File: src/rtl/div_seq.sv
// Multi-cycle radix-2 restoring divider (DIV/DIVU) for the EX stage; result = {remainder, quotient}.
// Optional build macro DIV_EARLY_OUT_EN: finish in one extra cycle when |divisor| > |dividend|.
module div_seq #(
  parameter int DW = 32,
  parameter int CW = 6
) (
  input  logic            clk,
  input  logic            rst,
  input  logic            signed_div_i,
  input  logic [DW-1:0]   opdata1_i,
  input  logic [DW-1:0]   opdata2_i,
  input  logic            start_i,
  input  logic            annul_i,
  output logic [2*DW-1:0] result_o,
  output logic            ready_o
);

  localparam logic [2:0] S_IDLE   = 3'd0;
  localparam logic [2:0] S_BYZERO = 3'd1;
  localparam logic [2:0] S_ON     = 3'd2;
  localparam logic [2:0] S_END    = 3'd3;
`ifdef DIV_EARLY_OUT_EN
  localparam logic [2:0] S_EARLY  = 3'd4;
`endif

  logic [2:0]      state_q, state_d;
  logic [CW-1:0]   cnt_q, cnt_d;
  logic [DW-1:0]   rem_q, rem_d;
  logic [DW-1:0]   dvd_q, dvd_d;
  logic [DW-1:0]   dsr_q, dsr_d;
  logic            sgn_q, sgn_d;
  logic            s1_q, s1_d;
  logic            s2_q, s2_d;
  logic [2*DW-1:0] result_q, result_d;
  logic            ready_q, ready_d;

  logic [DW-1:0]   abs1, abs2;
  logic [DW:0]     shifted, diff;
  logic            trial_ge;
  logic [DW-1:0]   rem_nx, quo_nx;
  logic            neg_q, neg_r;

  always_comb begin
    abs1 = (signed_div_i && opdata1_i[DW-1]) ? -opdata1_i : opdata1_i;
    abs2 = (signed_div_i && opdata2_i[DW-1]) ? -opdata2_i : opdata2_i;

    // The dividend register doubles as the quotient shift register.
    shifted  = {rem_q, dvd_q[DW-1]};
    diff     = shifted - {1'b0, dsr_q};
    trial_ge = (shifted >= {1'b0, dsr_q});
    rem_nx   = trial_ge ? diff[DW-1:0] : shifted[DW-1:0];
    quo_nx   = {dvd_q[DW-2:0], trial_ge};

    neg_q = sgn_q & (s1_q ^ s2_q);
    neg_r = sgn_q & s1_q;

    state_d  = state_q;
    cnt_d    = cnt_q;
    rem_d    = rem_q;
    dvd_d    = dvd_q;
    dsr_d    = dsr_q;
    sgn_d    = sgn_q;
    s1_d     = s1_q;
    s2_d     = s2_q;
    result_d = result_q;
    ready_d  = ready_q;

    case (state_q)
      S_IDLE: begin
        if (start_i && !annul_i) begin
          if (opdata2_i == '0) begin
            state_d = S_BYZERO;
          end else begin
            dvd_d = abs1;
            dsr_d = abs2;
            sgn_d = signed_div_i;
            s1_d  = opdata1_i[DW-1];
            s2_d  = opdata2_i[DW-1];
            cnt_d = '0;
            rem_d = '0;
`ifdef DIV_EARLY_OUT_EN
            state_d = (abs2 > abs1) ? S_EARLY : S_ON;
`else
            state_d = S_ON;
`endif
          end
        end
      end
      S_BYZERO: begin
        if (!start_i) begin
          state_d = S_IDLE;
        end else begin
          state_d  = S_END;
          result_d = '0;
          ready_d  = 1'b1;
        end
      end
      S_ON: begin
        if (!start_i) begin
          state_d  = S_IDLE;
          cnt_d    = '0;
          result_d = '0;
          ready_d  = 1'b0;
        end else begin
          rem_d = rem_nx;
          dvd_d = quo_nx;
          cnt_d = cnt_q + CW'(1);
          if (cnt_q == CW'(DW-1)) begin
            state_d  = S_END;
            result_d = {(neg_r ? -rem_nx : rem_nx), (neg_q ? -quo_nx : quo_nx)};
            ready_d  = 1'b1;
          end
        end
      end
`ifdef DIV_EARLY_OUT_EN
      S_EARLY: begin
        if (!start_i) begin
          state_d = S_IDLE;
        end else begin
          // Re-applying the dividend sign to its magnitude recovers the original opdata1_i.
          state_d  = S_END;
          result_d = {(neg_r ? -dvd_q : dvd_q), {DW{1'b0}}};
          ready_d  = 1'b1;
        end
      end
`endif
      S_END: begin
        if (!start_i) begin
          state_d  = S_IDLE;
          result_d = '0;
          ready_d  = 1'b0;
        end
      end
      default: begin
        state_d  = S_IDLE;
        result_d = '0;
        ready_d  = 1'b0;
      end
    endcase

    if (annul_i) begin
      state_d  = S_IDLE;
      cnt_d    = '0;
      result_d = '0;
      ready_d  = 1'b0;
    end
  end

  always_ff @(posedge clk) begin
    if (rst) begin
      state_q  <= S_IDLE;
      cnt_q    <= '0;
      rem_q    <= '0;
      dvd_q    <= '0;
      dsr_q    <= '0;
      sgn_q    <= 1'b0;
      s1_q     <= 1'b0;
      s2_q     <= 1'b0;
      result_q <= '0;
      ready_q  <= 1'b0;
    end else begin
      state_q  <= state_d;
      cnt_q    <= cnt_d;
      rem_q    <= rem_d;
      dvd_q    <= dvd_d;
      dsr_q    <= dsr_d;
      sgn_q    <= sgn_d;
      s1_q     <= s1_d;
      s2_q     <= s2_d;
      result_q <= result_d;
      ready_q  <= ready_d;
    end
  end

  assign result_o = result_q;
  assign ready_o  = ready_q;

endmodule

File: config.mk
export PLATFORM = sky130hd
export DESIGN_NAME = div_seq
export DESIGN_NICKNAME = d
export VERILOG_FILES = /design/src/rtl/div_seq.sv
export SDC_FILE = /design/constraint.sdc
export NUM_CORES = 1
export LEC_CHECK = 0
export BUFFER_PORTS_ARGS = -buffer_cell sky130_fd_sc_hd__buf_2
export CAP_MARGIN = 25
export CORE_MARGIN = 5
export CORE_UTILIZATION = 40
export CTS_BUF_LIST = sky130_fd_sc_hd__clkbuf_16
export DETAILED_ROUTE_END_ITERATION = 12
export SYNTH_ARGS = -nofsm -noshare
export SYNTH_HDL_FRONTEND = slang
export SYNTH_SLANG_ARGS = --single-unit
File: constraint.sdc
create_clock -name clk -period 5.35 [get_ports clk]
set_clock_uncertainty 0.2 [all_clocks]
set_input_delay 0.8025 -clock clk [delete_from_list [all_inputs] [get_ports clk]]
set_output_delay 0.8025 -clock clk [all_outputs]
set_load 0.03 [all_outputs]
## Word level (Yosys, flattened, before mapping)

Cells that the tools add are included.

- Latch bits: 0
- Memories: 0
- RAM bits: 0
- Bits of input ports: 69
- Bits in registers: 173
- Memory bits (read-only): 0

- Bitwise operators: 5
- Multiply operators: 0
- Eq/ne operators: 10
- Shifts and indexed selects: 0
- Reductions and logical operators: 13
- Muxes and demuxes: 34
- Div/mod/pow operators: 0
- Magnitude comparators: 1
- Add/sub/neg operators: 6

Operators with widths:

| kind | number |
|---|---|
| $mux 32 | 11 |
| $mux 64 | 4 |
| $pmux 64 s4 | 1 |
| $neg 32->32 | 4 |
| $pmux 32 s2 | 2 |
| $ge 33x32->1 | 1 |
| $logic_not 32->1 | 1 |
| $sub 32x32->32 | 1 |
| $mux 6 | 3 |
| $mux 3 | 4 |
| $pmux 3 s4 | 1 |
| $pmux 6 s2 | 1 |
| $ne 2x2->1 const B | 5 |
| $reduce_and 3->1 | 3 |
| $reduce_and 4->1 | 2 |
| $add 6x1->6 const B | 1 |
| $eq 3x2->1 const B | 2 |
| $eq 6x5->1 const B | 1 |
| $mux 1 | 4 |
| $mux 2 | 2 |
| $pmux 1 s4 | 1 |
| $eq 3x1->1 const B | 1 |
| $logic_and 1x1->1 | 3 |
| $logic_not 3->1 | 1 |
| 7 further kinds | 9 |

## Depth between registers and ports, before layout

Gate-level depths: netlist of the first run.

- Depth in word-level cells: 7
- Depth in mapped cells: 25
- Mapped depth without buffers: 21

## Worst setup path after synthesis of the first run

OpenSTA, ideal clock, no wires.

- Kind: reg-to-reg
- From: register dsr_q[23]
- To: register result_q[58], in the netlist result_o[58]
- Stages on the path, launching flop included: 23
- Library setup time: 0.117 ns
- Clock period less this slack: 5.146 ns
- Required time: 5.033 ns
- Setup slack: 0.204 ns
- Buffers on the path: 4
- Arrival time: 4.828 ns
- Cell sequence: dfxtp_1 -> inv_1 -> ha_1 -> clkbuf_1 -> and2_1 -> nor2b_1 -> nand4_1 -> o2111a_1 -> a21oi_4 -> buf_6 -> buf_2 -> buf_1 -> mux2i_1 -> ha_1 -> inv_1 -> nor4_1 -> nand2_1 -> or3_2 -> o31a_1 -> or4_1 -> o21ai_2 -> xnor2_1 -> a32o_1

- Cells in the longest elaborated chain, start to end: 7
- Elaborated cells between the ends (all ways): 8
- Those cells by class: add/sub: 2; order compare: 1; mux: 5

Ends and longest elaborated chain:

| item | RTL line | source |
|---|---|---|
| from (decl) | 30 | `logic [DW-1:0] dsr_q, dsr_d;` |
| from (signal assigned) | 166 | `dsr_q <= dsr_d;` |
| $sub 32x32->32 / $ge 33x32->1 (equally long branches) | 49, 50 |  |
| $mux 32 * | 51 | `rem_nx = trial_ge ? diff[DW-1:0] : shifted[DW-1:0];` |
| $neg 32->32 | 110 | `result_d = {(neg_r ? -rem_nx : rem_nx), (neg_q ? -quo_nx : quo_nx)};` |
| $mux 32 * | 110 |  |
| $mux 64 * | 108 | `if (cnt_q == CW'(DW-1)) begin` |
| $mux 64 * | 99 | `if (!start_i) begin` |
| $pmux 64 s4 * | 68 | `case (state_q)` |
| to (signal assigned) | 170 | `result_q <= result_d;` |
| to (decl) | 34 | `logic [2*DW-1:0] result_q, result_d;` |

Every way passes the cells marked *; elsewhere a longest branch is shown, timed or not. The select of a mux whose other input is x is not followed.
A chain may end at the register's enable or synchronous reset.

## Final worst setup path of the first run

- From: register rem_q[15]
- To: register result_q[58], in the netlist result_o[58]

- Cells in the longest elaborated chain, start to end: 7
- Elaborated cells between the ends (all ways): 8
- Those cells by class: add/sub: 2; order compare: 1; mux: 5

Ends and longest elaborated chain:

| item | RTL line | source |
|---|---|---|
| from (decl) | 28 | `logic [DW-1:0] rem_q, rem_d;` |
| from (signal assigned) | 164 | `rem_q <= rem_d;` |
| $sub 32x32->32 / $ge 33x32->1 (equally long branches) | 49, 50 |  |
| $mux 32 * | 51 |  |
| $neg 32->32 | 110 |  |
| $mux 32 * | 110 |  |
| $mux 64 * | 108 |  |
| $mux 64 * | 99 |  |
| $pmux 64 s4 * | 68 |  |

Marks and branches as above.

==> results of run 1 <==
layout make-up:
type / instances / area, um2 / share of cell area
multi-input cells: 1272 / 7649 / 0.5797
flip-flops and latches: 172 / 3443 / 0.2610
repair buffers: 152 / 853.3 / 0.06468
clock inverters: 15 / 117.6 / 0.008914
inverters: 60 / 225.2 / 0.01707
clock buffers: 17 / 425.4 / 0.03224
well taps: 384 / 480.5 / 0.03642
how the worst max path moves through the flow:
| stage | startpoint | endpoint | slack, ns | cells past startpoint |
|---|---|---|---|---|
| 2_1_floorplan | dsr_q[23] | result_o[58] | 0.20 | 22 |
| 3_3_place_gp | rem_q[15] | result_o[58] | 0.38 | 17 |
| 3_5_place_dp | rem_q[15] | result_o[58] | 0.19 | 17 |
| 4_1_cts | rem_q[15] | result_o[58] | 0.15 | 17 |
| 5_1_grt | rem_q[15] | result_o[58] | 0.009 | 19 |
| 6_report | rem_q[15] | result_o[58] | 0.22 | 19 |
cell families (layout without fill, tap and decap cells):
kind of cell    count (synthesis)  in the layout  share of synthesized area
compound gates                451            451                     0.2525
buf+inv                       149            244                    0.05241
mux                             8              8                   0.006859
xor+xnor                      139            139                     0.1043
flops                         172            172                     0.2949
fa+ha+maj                      43             43                    0.04673
simple gates                  631            631                     0.2423
power by group through the flow:
stage                     clock, mW  combinational (mW)  sequential [mW]
after floorplan                   0               0.467             1.36
after global placement            0               0.651             1.38
after detailed placement          0               0.654             1.38
after CTS                      1.21               0.658             1.35
after global routing           1.26               0.741             1.35
final                          1.19               0.670             1.35
cells in the mapped netlist (6+ instances only):
| cell | count | share of area |
|---|---|---|
| a211oi_1 | 37 | 0.024 |
| a21o_1 | 12 | 0.0077 |
| a21oi_1 | 125 | 0.054 |
| a22oi_1 | 59 | 0.038 |
| a31oi_1 | 17 | 0.0091 |
| and2_1 | 9 | 0.0048 |
| and3_1 | 11 | 0.0059 |
| buf_2 | 12 | 0.0051 |
| clkbuf_1 | 67 | 0.022 |
| dfxtp_1 | 172 | 0.29 |
| ha_1 | 42 | 0.045 |
| inv_1 | 60 | 0.019 |
| mux2i_1 | 8 | 0.0069 |
| nand2_1 | 239 | 0.077 |
| nand2b_1 | 10 | 0.0054 |
| nand3_1 | 25 | 0.011 |
| nand4_1 | 6 | 0.0032 |
| nor2_1 | 213 | 0.068 |
| nor3_1 | 44 | 0.019 |
| nor4_1 | 17 | 0.0091 |
| o211ai_1 | 15 | 0.0096 |
| o21ai_0 | 96 | 0.041 |
| o21ai_1 | 6 | 0.0026 |
| o31ai_1 | 15 | 0.0096 |
| o41ai_1 | 6 | 0.0045 |
| or3_1 | 8 | 0.0043 |
| or4_1 | 8 | 0.0051 |
| xnor2_1 | 74 | 0.056 |
| xor2_1 | 65 | 0.049 |
metal layers:
layer,GRT usage,part of all wire
met5,0,0.00030
met3,0.03801,0.074
met1,0.3630,0.53
met2,0.2826,0.38
met4,0.04930,0.014
worst max-delay path: stages (launching register included):
cell,delay (ns)
dfxtp_1,0.39
ha_1,0.47
nand2_1,0.17
nor4_1,0.42
nand4_1,0.24
o2111a_1,0.25
a21oi_4,0.24
buf_4,0.21
a21oi_1,0.10
inv_1,0.06
ha_1,0.22
inv_1,0.08
nor4_2,0.35
nand2_1,0.12
or3_2,0.42
o31a_1,0.13
or4_1,0.49
o21ai_2,0.14
xnor2_1,0.07
a32o_1,0.25
registers in the layout (all words and copies together), names as in the netlist:
name / flops
result_o: 64
dsr_q: 32
dvd_q: 32
rem_q: 32
cnt_q: 6
state_q: 2
ready_o: 1
s1_q: 1
s2_q: 1
sgn_q: 1
metrics by stage:
stage | instance area [um2] | setup WS (ns) | std cells | total power, mW
after floorplan | 11670 | 0.2041 | 1593 | 1.832
after global routing | 13190 | 0.008825 | 2072 | 3.357
after global placement | 12590 | 0.3760 | 2038 | 2.028
after CTS | 13160 | 0.1521 | 2071 | 3.218
after detailed placement | 12610 | 0.1905 | 2039 | 2.033
final | 13190 | 0.2234 | 2072 | 3.213
==> results_dict.tcl, run 1 <==
set metrics [dict create \
    drt_pass1_iterations 5 \
    fin_crit_sh 0.9582 \
    drt_iter0_drc 1143 \
    fillers 2975 \
    fin_tns_setup_ns 0 \
    rr_startpoint "rem_q[15]" \
    route.detailed.drc 0 \
    dr_total_vias 11649 \
    grt_pass1_vias 10409 \
    detail_route.wl_per_cell_um 17.84 \
    worstSetupPathType "register to register" \
    hold_buffers 0 \
    cellLeakagePower_nw 5.242 \
    critPathLaunchType "register" \
    mostFrequentLayoutCells "nand2_1 (239), nor2_1 (213), dfxtp_1 (172), buf_2 (133), a21oi_1 (125)" \
    timing.fmax_mhz 195.1 \
    min_period_ns 5.127 \
    wl_um 36970 \
    syn_to_final_growth_pct 13.01 \
    initial_core_util 0.4057 \
    ant_nets 0 \
    cts_tree "done" \
    p_comb_frac 0.208 \
    synth_edf_count 0 \
    p_per_area_nw_per_um2 243.5 \
    insertion_delay_ns 0.44 \
    post_cts_resized 0 \
    avgSynthCellArea_um2 7.329 \
    netlist_area_um2 11670 \
    core_area_um2 28780 \
    track_usage 0.2181 \
    post_drt_via_cell_ratio 5.622 \
    finish.net_count 1787 \
    maxCapViolCount 0 \
    async_flop_share 0 \
    clock_power_share 0.371 \
    r2r-end "result_o[58]" \
    gp_congestion 0.9174 \
    clkTransAtPathRegs_ns 0.07 \
    grt_pass1_wl_um 58560 \
    cp.required_ns 5.49 \
    io_buffer_count 133 \
    dieHeight_um 180.8 \
    hold_end "result_o[59]" \
    swShare 0.3305 \
    setup_viol 0 \
    hold_viol_final 0 \
    die_area_um2 32700 \
    overflow 0 \
    hpwl_um 28240 \
    grt_setup_unrepaired "false" \
    synth_seq_cells 172 \
    seqPwrFrac 0.420 \
    cts.path.max_buffers 2 \
    r2r_slack_ns 0.22 \
    end_kind "register" \
    io_pins 134 \
    yosysSeqAreaShare 0.2949 \
    drive_gt1_frac 0.1321 \
    outcome "finished clean" \
    yosysUniqueCellTypes 89 \
    cts_buffers 17 \
    h-tree-depth 4 \
    cts_num_sinks 172 \
    postCtsSetupRepairBufs 0 \
    r2r_cells 19 \
    layout_commonest_cell "nand2_1" \
    cp.arrival_ns 5.27 \
    ys.flop_type "dfxtp_1" \
    diodes 0 \
    maxSlewViolCount 0 \
    max-slew-margin-rel 0.3232 \
    dieWidth_um 180.8 \
    ys_warn_count 0 \
    grt_max_degree 61 \
    hold_depth 2 \
    hold_start "result_o[59]" \
    postLayoutCoreUtil 0.4584 \
    cts-root-buf "clkbuf_16" \
    synth_nets 1705 \
    synthCells 1593 \
    rows 62 \
    p_int_mw 2.151 \
    tightest_slew_ns 1.015 \
    crit_fanout 10 \
    antenna_found_initial 2 \
    power_switching_mw 1.062 \
    min_path_type "register to register" \
    whs_ns 0.2544 \
    peakVddDrop_uv 242.2 \
]
(Power assumes the default switching activity.)
==> run 2, diff against run 1 <==
- REMOVE_ABC_BUFFERS: not set -> 1
==> run 2 against run 1 <==
  * Global-route usage is 0.42 points higher
  * Count of clock-buffer cells in the layout stayed put
  * Power is 4.2% higher
  * Combinational power is 2% higher
  * Wire length is 1.4% higher
  * Hold slack worse by 0.0031 ns
  * Sequential power hardly changed
==> results_dict.tcl, run 2 (synthesis results as in run 1) <==
set metrics [dict create \
    drt_pass1_iterations 5 \
    timing.fmax_mhz 198.5 \
    hpwl_um 28110 \
    cts.path.max_buffers 2 \
    detail_route.wl_per_cell_um 18.03 \
    min_period_ns 5.037 \
    diodes 0 \
    post_cts_resized 0 \
    maxCapViolCount 0 \
    cts_tree "done" \
    postLayoutCoreUtil 0.4640 \
    post_drt_via_cell_ratio 5.634 \
    cp_slowest_cell "or4_1" \
    antenna_found_initial 0 \
    crit_fanout 10 \
    fillers 2980 \
    tightest_slew_ns 0.9068 \
    max-slew-margin-rel 0.3940 \
    grt_setup_unrepaired "false" \
    max_stage_delay_ns 0.48 \
    route.detailed.drc 0 \
    cts-root-buf "clkbuf_16" \
    rows 62 \
    io_pins 134 \
    drive_gt1_frac 0.1351 \
    ant_nets 0 \
    largest_reg_flops 64 \
    fin_crit_sh 0.9415 \
    io_buffer_count 133 \
    outcome "finished clean" \
    crit_chain "ha_1, nand2_1, nor4_1, nand4_1, o2111a_1, a21oi_4, buf_4, a21oi_1, inv_1, ha_1, inv_1, nor4_1, nand2_1, or3_2, o31a_1, or4_1, o21ai_2, xnor2_1, a32o_1" \
    crit_buf_inv 3 \
    dr_total_vias 11714 \
    gp_congestion 0.9340 \
    maxSlewViolCount 0 \
    initial_core_util 0.4057 \
    cp.required_ns 5.47 \
    grt_pass1_vias 10925 \
    syn_to_final_growth_pct 14.37 \
    min_path_type "register to register" \
    cp_top_family "simple AND/OR/NAND/NOR gates" \
    cts_buffers 17 \
    clkTransAtPathRegs_ns 0.07 \
    p_per_area_nw_per_um2 250.7 \
    hold_viol_final 0 \
    postCtsSetupRepairBufs 0 \
    cp.arrival_ns 5.16 \
    track_usage 0.2223 \
    end_kind "register" \
    cellLeakagePower_nw 5.321 \
    grt_pass1_wl_um 59770 \
    cts_num_sinks 172 \
    h-tree-depth 4 \
    mostFrequentLayoutCells "nand2_1 (239), nor2_1 (213), dfxtp_1 (172), buf_2 (132), a21oi_1 (125)" \
    overflow 0 \
    finish.net_count 1794 \
    layout_commonest_cell "nand2_1" \
    die_area_um2 32700 \
    peakVddDrop_uv 169.6 \
    hold_buffers 0 \
    fin_tns_setup_ns 0 \
    setup_viol 0 \
    dieHeight_um 180.8 \
    wl_um 37480 \
    p_total_mw 3.348 \
    insertion_delay_ns 0.43 \
    drt_iter0_drc 907 \
    grt_max_degree 57 \
    critPathLaunchType "register" \
    worstSetupPathType "register to register" \
    core_area_um2 28780 \
    dieWidth_um 180.8 \
]
## run 2: cell types whose count changed in the layout (fill, tap and decap cells not counted), moves of 2 or more
| cell | delta |
|---|---|
| buf_4 | +5 |
| bufinv_16 | +3 |
| buf_12 | +2 |
| clkinv_2 | -2 |
## run 2: cell type report
| class | count | area [um2] | share of cell area |
|---|---|---|---|
| Clock buffer | 17 | 425.4 | 0.03186 |
| Clock inverter | 15 | 186.4 | 0.01396 |
| Inverter | 60 | 225.2 | 0.01687 |
| Multi-Input combinational cell | 1272 | 7639 | 0.5721 |
| Sequential cell | 172 | 3443 | 0.2579 |
| Tap cell | 384 | 480.5 | 0.03598 |
| Timing Repair Buffer | 159 | 953.4 | 0.07140 |
## run 2: worst reg2reg max path: stages (launching register included)
cell	delay, ns
dfxtp_1	0.37
ha_1	0.47
nand2_1	0.16
nor4_1	0.39
nand4_1	0.26
o2111a_1	0.26
a21oi_4	0.21
buf_4	0.21
a21oi_1	0.10
inv_1	0.06
ha_1	0.21
inv_1	0.08
nor4_1	0.32
nand2_1	0.12
or3_2	0.43
o31a_1	0.13
or4_1	0.48
o21ai_2	0.14
xnor2_1	0.08
a32o_1	0.25
## run 2: final timing paths
path | endpoint | depth (start not counted) | from | slack (ns)
worst max-delay path | result_o[58] | 19 | rem_q[12] | 0.31
worst min-delay path | result_o[56] | 2 | result_o[56] | 0.25
worst max register to register | result_o[58] | 19 | rem_q[12] | 0.31
worst min register to register | result_o[56] | 2 | result_o[56] | 0.25
## run 2: layer usage
layer / wire, um / track usage
met5: 0 / 0
met1: 17470 / 0.3157
met2: 16950 / 0.3502
met3: 2072 / 0.03137
met4: 987 / 0.06836
## run 2: metrics by stage
| step | instances | hold slack, ns | instance area [um2] | setup slack [ns] |
|---|---|---|---|---|
| detailed placement | 2046 | 0.2391 | 12720 | 0.4174 |
| CTS | 2078 | 0.2550 | 13330 | 0.3781 |
| finish | 2079 | 0.2513 | 13350 | 0.3129 |
| floorplan | 1504 | 0.2258 | 11290 | 0.2608 |
| global route | 2079 | 0.2819 | 13350 | 0.04151 |
| global placement | 2043 | 0.2312 | 12650 | 0.5184 |
## run 2: power breakdown
group	internal, mW	total (mW)	switching [mW]
clock	0.745	1.32	0.576
sequential	1.31	1.34	0.0288
combinational	0.243	0.683	0.440
total	2.30	3.35	1.05
